==> src/rtl/cnnpr_pkg.sv <==
// Shared widths, FSM encoding and small helpers for the sparse row processing element.
package cnnpr_pkg;

    localparam int DATA_WIDTH   = 8;
    localparam int IF_WIDTH     = 16;
    localparam int KERNEL_WIDTH = 3;
    localparam int OF_WIDTH     = IF_WIDTH - KERNEL_WIDTH + 1;
    localparam int ACC_WIDTH    = 24;
    localparam int PROD_WIDTH   = 2 * DATA_WIDTH;
    localparam int NUM_WEIGHTS  = KERNEL_WIDTH * KERNEL_WIDTH;
    localparam int IDX_WIDTH    = 4;

    typedef enum logic [1:0] {
        ST_IDLE   = 2'd0,
        ST_ACCUM  = 2'd1,
        ST_FINISH = 2'd2,
        ST_DRAIN  = 2'd3
    } pe_state_e;

    // Kernel row 3 does not exist; it aliases the last row so the drain still triggers.
    function automatic logic [1:0] clamp_krow(input logic [1:0] k);
        logic [1:0] r;
        if (k == 2'd3) begin
            r = 2'd2;
        end else begin
            r = k;
        end
        return r;
    endfunction

endpackage

==> src/rtl/pe_mac3.sv <==
// Three signed 8x8 multipliers: one activation times the three taps of the selected kernel row.
module pe_mac3
    import cnnpr_pkg::*;
(
    input  logic [1:0]                               krow_sel,
    input  logic [DATA_WIDTH-1:0]                    act,
    input  logic [NUM_WEIGHTS*DATA_WIDTH-1:0]        weights,
    output logic [KERNEL_WIDTH-1:0][ACC_WIDTH-1:0]   prod
);

    logic [DATA_WIDTH-1:0] w_s [NUM_WEIGHTS];

    for (genvar i = 0; i < NUM_WEIGHTS; i++) begin : g_unpack
        assign w_s[i] = weights[i*DATA_WIDTH +: DATA_WIDTH];
    end

    // Tap k of row r is weight 3*r+k; 3*r is formed as r + 2*r.
    for (genvar k = 0; k < KERNEL_WIDTH; k++) begin : g_tap
        logic [3:0]                   wsel_s;
        logic signed [PROD_WIDTH-1:0] mult_s;
        assign wsel_s  = {2'b00, krow_sel} + {1'b0, krow_sel, 1'b0} + 4'(k);
        assign mult_s  = $signed(act) * $signed(w_s[wsel_s]);
        assign prod[k] = {{(ACC_WIDTH-PROD_WIDTH){mult_s[PROD_WIDTH-1]}}, mult_s};
    end

endmodule

==> src/rtl/sparse_pe_row.sv <==
// Row-level sparse PE: accumulates a valid 1-D convolution over three kernel rows
// into 14 partial sums, then drains them through a valid/ready port.
module sparse_pe_row
    import cnnpr_pkg::*;
(
    input  logic                              clk,
    input  logic                              reset,
    input  logic                              row_start,
    input  logic [3:0]                        row_val_num,
    input  logic                              zero_flag,
    input  logic [1:0]                        krow,
    input  logic                              en,
    input  logic [DATA_WIDTH-1:0]             act_in,
    input  logic [IDX_WIDTH-1:0]              act_index,
    input  logic [NUM_WEIGHTS*DATA_WIDTH-1:0] parallel_in,
    input  logic                              psum_ready,
    output logic                              busy,
    output logic                              row_finish_done_0,
    output logic                              row_cal_done,
    output logic                              psum_valid,
    output logic [IDX_WIDTH-1:0]              psum_index,
    output logic [ACC_WIDTH-1:0]              psum_data
);

    pe_state_e             state_q, state_d;
    logic [1:0]            krow_q, krow_d;
    logic [3:0]            n_q, n_d;
    logic [3:0]            cnt_q, cnt_d;
    logic [IDX_WIDTH-1:0]  idx_q, idx_d;
    logic [ACC_WIDTH-1:0]  acc_q [OF_WIDTH];
    logic [ACC_WIDTH-1:0]  acc_d [OF_WIDTH];

    logic                  busy_q, busy_d;
    logic                  row_finish_done_0_q, row_finish_done_0_d;
    logic                  row_cal_done_q, row_cal_done_d;
    logic                  psum_valid_q, psum_valid_d;
    logic [IDX_WIDTH-1:0]  psum_index_q, psum_index_d;
    logic [ACC_WIDTH-1:0]  psum_data_q, psum_data_d;

    logic [KERNEL_WIDTH-1:0][ACC_WIDTH-1:0] prod_s;

    pe_mac3 u_mac3 (
        .krow_sel (krow_q),
        .act      (act_in),
        .weights  (parallel_in),
        .prod     (prod_s)
    );

    // Next-state, accumulator update and next values of the registered outputs.
    always_comb begin
        state_d = state_q;
        krow_d  = krow_q;
        n_d     = n_q;
        cnt_d   = cnt_q;
        idx_d   = idx_q;
        acc_d   = acc_q;
        row_cal_done_d = 1'b0;

        case (state_q)
            ST_IDLE: begin
                if (row_start) begin
                    krow_d = clamp_krow(krow);
                    n_d    = row_val_num;
                    cnt_d  = 4'd0;
                    if (zero_flag) begin
                        state_d = ST_FINISH;
                    end else begin
                        state_d = ST_ACCUM;
                    end
                end else begin
                    state_d = ST_IDLE;
                end
            end
            ST_ACCUM: begin
                if (en) begin
                    // Column a feeds output o through tap k exactly when a == o + k.
                    for (int o = 0; o < OF_WIDTH; o++) begin
                        for (int k = 0; k < KERNEL_WIDTH; k++) begin
                            if (act_index == 4'(o + k)) begin
                                acc_d[o] = acc_d[o] + prod_s[k];
                            end else begin
                                acc_d[o] = acc_d[o];
                            end
                        end
                    end
                    cnt_d = cnt_q + 4'd1;
                    if (cnt_q == n_q) begin
                        state_d = ST_FINISH;
                    end else begin
                        state_d = ST_ACCUM;
                    end
                end else begin
                    state_d = ST_ACCUM;
                end
            end
            ST_FINISH: begin
                if (krow_q == 2'd2) begin
                    state_d = ST_DRAIN;
                    idx_d   = 4'd0;
                end else begin
                    state_d = ST_IDLE;
                end
            end
            ST_DRAIN: begin
                if (psum_ready) begin
                    if (idx_q == 4'(OF_WIDTH - 1)) begin
                        for (int o = 0; o < OF_WIDTH; o++) begin
                            acc_d[o] = '0;
                        end
                        idx_d          = 4'd0;
                        state_d        = ST_IDLE;
                        row_cal_done_d = 1'b1;
                    end else begin
                        idx_d = idx_q + 4'd1;
                    end
                end else begin
                    idx_d = idx_q;
                end
            end
            default: begin
                state_d = ST_IDLE;
            end
        endcase

        busy_d              = (state_d != ST_IDLE);
        row_finish_done_0_d = (state_d == ST_FINISH);
        psum_valid_d        = (state_d == ST_DRAIN);
        if (psum_valid_d) begin
            psum_index_d = idx_d;
            psum_data_d  = acc_q[idx_d];
        end else begin
            psum_index_d = 4'd0;
            psum_data_d  = '0;
        end
    end

    // State, accumulator and output registers with synchronous active-low reset.
    always_ff @(posedge clk) begin
        if (!reset) begin
            state_q             <= ST_IDLE;
            krow_q              <= 2'd0;
            n_q                 <= 4'd0;
            cnt_q               <= 4'd0;
            idx_q               <= 4'd0;
            for (int o = 0; o < OF_WIDTH; o++) begin
                acc_q[o] <= '0;
            end
            busy_q              <= 1'b0;
            row_finish_done_0_q <= 1'b0;
            row_cal_done_q      <= 1'b0;
            psum_valid_q        <= 1'b0;
            psum_index_q        <= 4'd0;
            psum_data_q         <= '0;
        end else begin
            state_q             <= state_d;
            krow_q              <= krow_d;
            n_q                 <= n_d;
            cnt_q               <= cnt_d;
            idx_q               <= idx_d;
            for (int o = 0; o < OF_WIDTH; o++) begin
                acc_q[o] <= acc_d[o];
            end
            busy_q              <= busy_d;
            row_finish_done_0_q <= row_finish_done_0_d;
            row_cal_done_q      <= row_cal_done_d;
            psum_valid_q        <= psum_valid_d;
            psum_index_q        <= psum_index_d;
            psum_data_q         <= psum_data_d;
        end
    end

    assign busy              = busy_q;
    assign row_finish_done_0 = row_finish_done_0_q;
    assign row_cal_done      = row_cal_done_q;
    assign psum_valid        = psum_valid_q;
    assign psum_index        = psum_index_q;
    assign psum_data         = psum_data_q;

endmodule

==> config.mk <==
export PLATFORM = sky130hd
export DESIGN_NAME = sparse_pe_row
export DESIGN_NICKNAME = d
export VERILOG_FILES = /design/src/rtl/cnnpr_pkg.sv /design/src/rtl/pe_mac3.sv /design/src/rtl/sparse_pe_row.sv
export SDC_FILE = /design/constraint.sdc
export NUM_CORES = 2
export LEC_CHECK = 0
export CORE_MARGIN = 4
export CORE_UTILIZATION = 58
export DETAILED_ROUTE_END_ITERATION = 12
export GPL_ROUTABILITY_DRIVEN = 0
export PLACE_DENSITY = 0.75
export RECOVER_POWER = 50
export SLEW_MARGIN = 10
export SYNTH_ARGS = -nofsm -noshare
export SYNTH_HDL_FRONTEND = slang
export SYNTH_SLANG_ARGS = --single-unit
==> constraint.sdc <==
create_clock -name clk -period 31.5 [get_ports clk]
set_clock_uncertainty 0.2 [all_clocks]
set_input_delay 9.45 -clock clk [delete_from_list [all_inputs] [get_ports clk]]
set_output_delay 9.45 -clock clk [all_outputs]
set_load 0.02 [all_outputs]
==> results.json <==
{
  "dieArea_um2": 139000,
  "ctsResizeCount": 0,
  "worstSetupStartpointType": "input pin",
  "synth_cell_types": 88,
  "rsz0062_at_grt": "no",
  "hold_end": "acc_q[47]",
  "final.min_clock_period_ns": 21.58,
  "grt_max_degree": 102,
  "crit_required_ns": 31.94,
  "cts_tree": "done",
  "grt_pass1_vias": 78000,
  "crit_top_cell": "o21ai_0",
  "violations": "capacitance limit, slew limit",
  "r2r-end": "acc_q[287]",
  "grt.overflow.total": 0,
  "worstReg2RegStart": "krow_q[0]",
  "min_path_type": "reg2reg",
  "drv_cap": 10,
  "wl_per_cell_um": 23.5,
  "relSlewSlack_pct": -161,
  "ys_warn_count": 0,
  "fill_cells": 11800,
  "cts_buffer_depth": 3,
  "die_w_um": 373,
  "syn_area_um2": 77300,
  "post-route-period-util_pct": 68.5,
  "layout-drive-gt1-share_pct": 4.88,
  "core_region_area_um2": 132000,
  "worstMarginPinSlew_ns": 3.92,
  "setup_viol": 0,
  "dp_hpwl_mm": 210,
  "h-tree-depth": 2,
  "critical_path.endpoint_type": "flop",
  "tns_ns": 0,
  "start_util_pct": 58.6,
  "crit_arrival_ns": 22.02,
  "crit_fanout": 51,
  "regArea_um2": 7690,
  "hold_violations": 0,
  "grt_pass1_wl_mm": 440,
  "synthFlopType": "dfxtp_1",
  "vias_per_cell": 6.73,
  "outcome": "finished, violations left",
  "hold_start": "acc_q[47]",
  "routed_wl_mm": 293,
  "syn_nets": 12100,
  "ys_ff_latch": 384,
  "multi_input_area_um2": 66800,
  "io_buffer_count": 127,
  "grtUsageTotal_pct": 39.6,
  "nets": 12000,
  "min_path_cells": 1,
  "ctsHoldBuffers": 0,
  "drtAntennaViolNets": 0,
  "io-pin-count": 128,
  "clkSinkCount": 384,
  "cts-root-buf": "clkbuf_16",
  "max_clock_freq_mhz": 46.3,
  "crit_path_top_delay_cell": "o21ai_0",
  "slowest_delay_ns": 0.72,
  "num_rows": 133,
  "drc": 0,
  "ys_seq_area_share_pct": 9.94,
  "drt-pass1-iter-count": 6,
  "clkTransAtPathRegs_ns": 0.06,
  "dr_total_vias": 83700,
  "report.final.slew_viol_count": 352,
  "ff2ff_setup_slack_ns": 16.50,
  "cts_setup_buffers": 0,
  "die_height_um": 373,
  "critPathKind": "in2reg",
  "drtIter0Drc": 9496,
  "syn_inst": 10700,
  "async_flop_share_pct": 0,
  "clock_latency_ns": 0.75,
  "cts_made_buffers": 55,
  "syn-mean-instance-area_um2": 7.21,
  "antenna_found_initial": 19,
  "synth_edf_count": 0,
  "rr_worst_depth": 47,
  "syn_to_final_growth_pct": 6.98
}
-- worst max-delay path by stage --
stage / start / endpoint / slack, ns / depth (start not counted)
after global placement: parallel_in[15] / acc_q[287] / 9.64 / 46
final: parallel_in[16] / acc_q[287] / 9.92 / 46
after floorplan: parallel_in[15] / acc_q[143] / 11.20 / 42
after detailed placement: parallel_in[15] / acc_q[287] / 9.38 / 45
after CTS: parallel_in[15] / acc_q[287] / 10.15 / 45
after global routing: parallel_in[16] / acc_q[191] / 9.19 / 47
-- critical path: cells and delay by family --
family | cells | cell delay (ns)
xor gates and xnor gates | 4 | 0.54
muxes | 2 | 0.34
AOI/OAI and AO/OA | 18 | 4.40
adders and majority gates | 8 | 3.44
buffers and inverters | 9 | 2.74
and+or+nand+nor | 5 | 1.05
-- sequential cells by signal (all words and copies together), names as in the netlist --
register           count
psum_data             24
busy                   1
acc_q                336
row_finish_done_0      1
state_q                2
cnt_q                  4
n_q                    4
psum_valid             1
row_cal_done           1
krow_q                 2
idx_q                  4
psum_index             4
-- layer usage --
metal / global-route usage (%) / wire, um
met1: 48.6 / 109000
met2: 58.8 / 120000
met3: 11.4 / 37500
met4: 30.0 / 26000
met5: 0 / 87
-- cell usage after synthesis (all sizes together) (40+ instances only) --
master | n | area [um2]
mux2i | 90 | 901
buf | 67 | 257
a211oi | 160 | 1210
o21a | 146 | 1100
mux4 | 40 | 901
nor3 | 185 | 926
and2 | 126 | 788
nand2b | 109 | 682
xnor2 | 464 | 4060
or3 | 74 | 463
o21bai | 108 | 811
o21ai | 828 | 4140
nor2 | 798 | 3000
a311oi | 60 | 526
a21o | 383 | 2880
mux2 | 100 | 1130
a22oi | 62 | 465
inv | 497 | 1870
a21oi | 982 | 4910
ha | 1085 | 13600
nand3 | 248 | 1240
nand2 | 1579 | 5930
xor2 | 354 | 3100
o211ai | 154 | 1160
a31oi | 132 | 826
and3 | 146 | 913
o31ai | 92 | 691
nand4 | 43 | 269
or2 | 50 | 313
nor2b | 98 | 613
dfxtp | 384 | 7690
clkbuf | 347 | 1300
fa | 208 | 4160
-- kinds of logic after synthesis --
family	after synthesis	synth area share, %
AND/OR/NAND/NOR	3568	20.7
XOR/XNOR	818	9.26
AO/OA/AOI/OAI	3518	28.9
buffers and inverters	912	4.43
flip-flops	384	9.94
multiplexers	230	3.79
adder cells (fa/ha/maj)	1293	22.9
-- metrics by stage --
stage | std cells | setup WS [ns] | area [um2] | hold slack, ns | util [%]
2_1_floorplan | 10700 | 11.20 | 77300 | 0.234 | -
3_3_place_gp | 12300 | 9.64 | 80900 | 0.252 | 61.3
3_5_place_dp | 12300 | 9.38 | 80900 | 0.260 | 61.3
4_1_cts | 12400 | 10.15 | 82700 | 0.268 | 62.7
5_1_grt | 12400 | 9.19 | 82700 | 0.292 | 62.7
6_report | 12400 | 9.92 | 82700 | 0.267 | 62.7
-- cell usage in the layout (no fill, tap or decap), drive strengths merged, types with 160 or more instances in the layout --
master     n
dfxtp    384
a21oi    982
nor3     185
a21o     383
inv      498
fa       208
nor2     798
a211oi   160
xnor2    464
o21ai    828
nand2   1579
ha      1085
xor2     354
nand3    248
-- final cells by class --
cell class / instances / share of cell area (%)
clock inverter: 23 / 0.369
inverter: 498 / 2.28
antenna: 19 / 0.0575
sequential: 384 / 9.29
multi-input combinational: 9427 / 80.7
tap: 1755 / 2.65
timing repair buffer: 259 / 2.71
clock buffer: 78 / 1.91
Power is not shown: default switching activity piles up to over one toggle a cycle in this logic, so the estimate is an artifact.
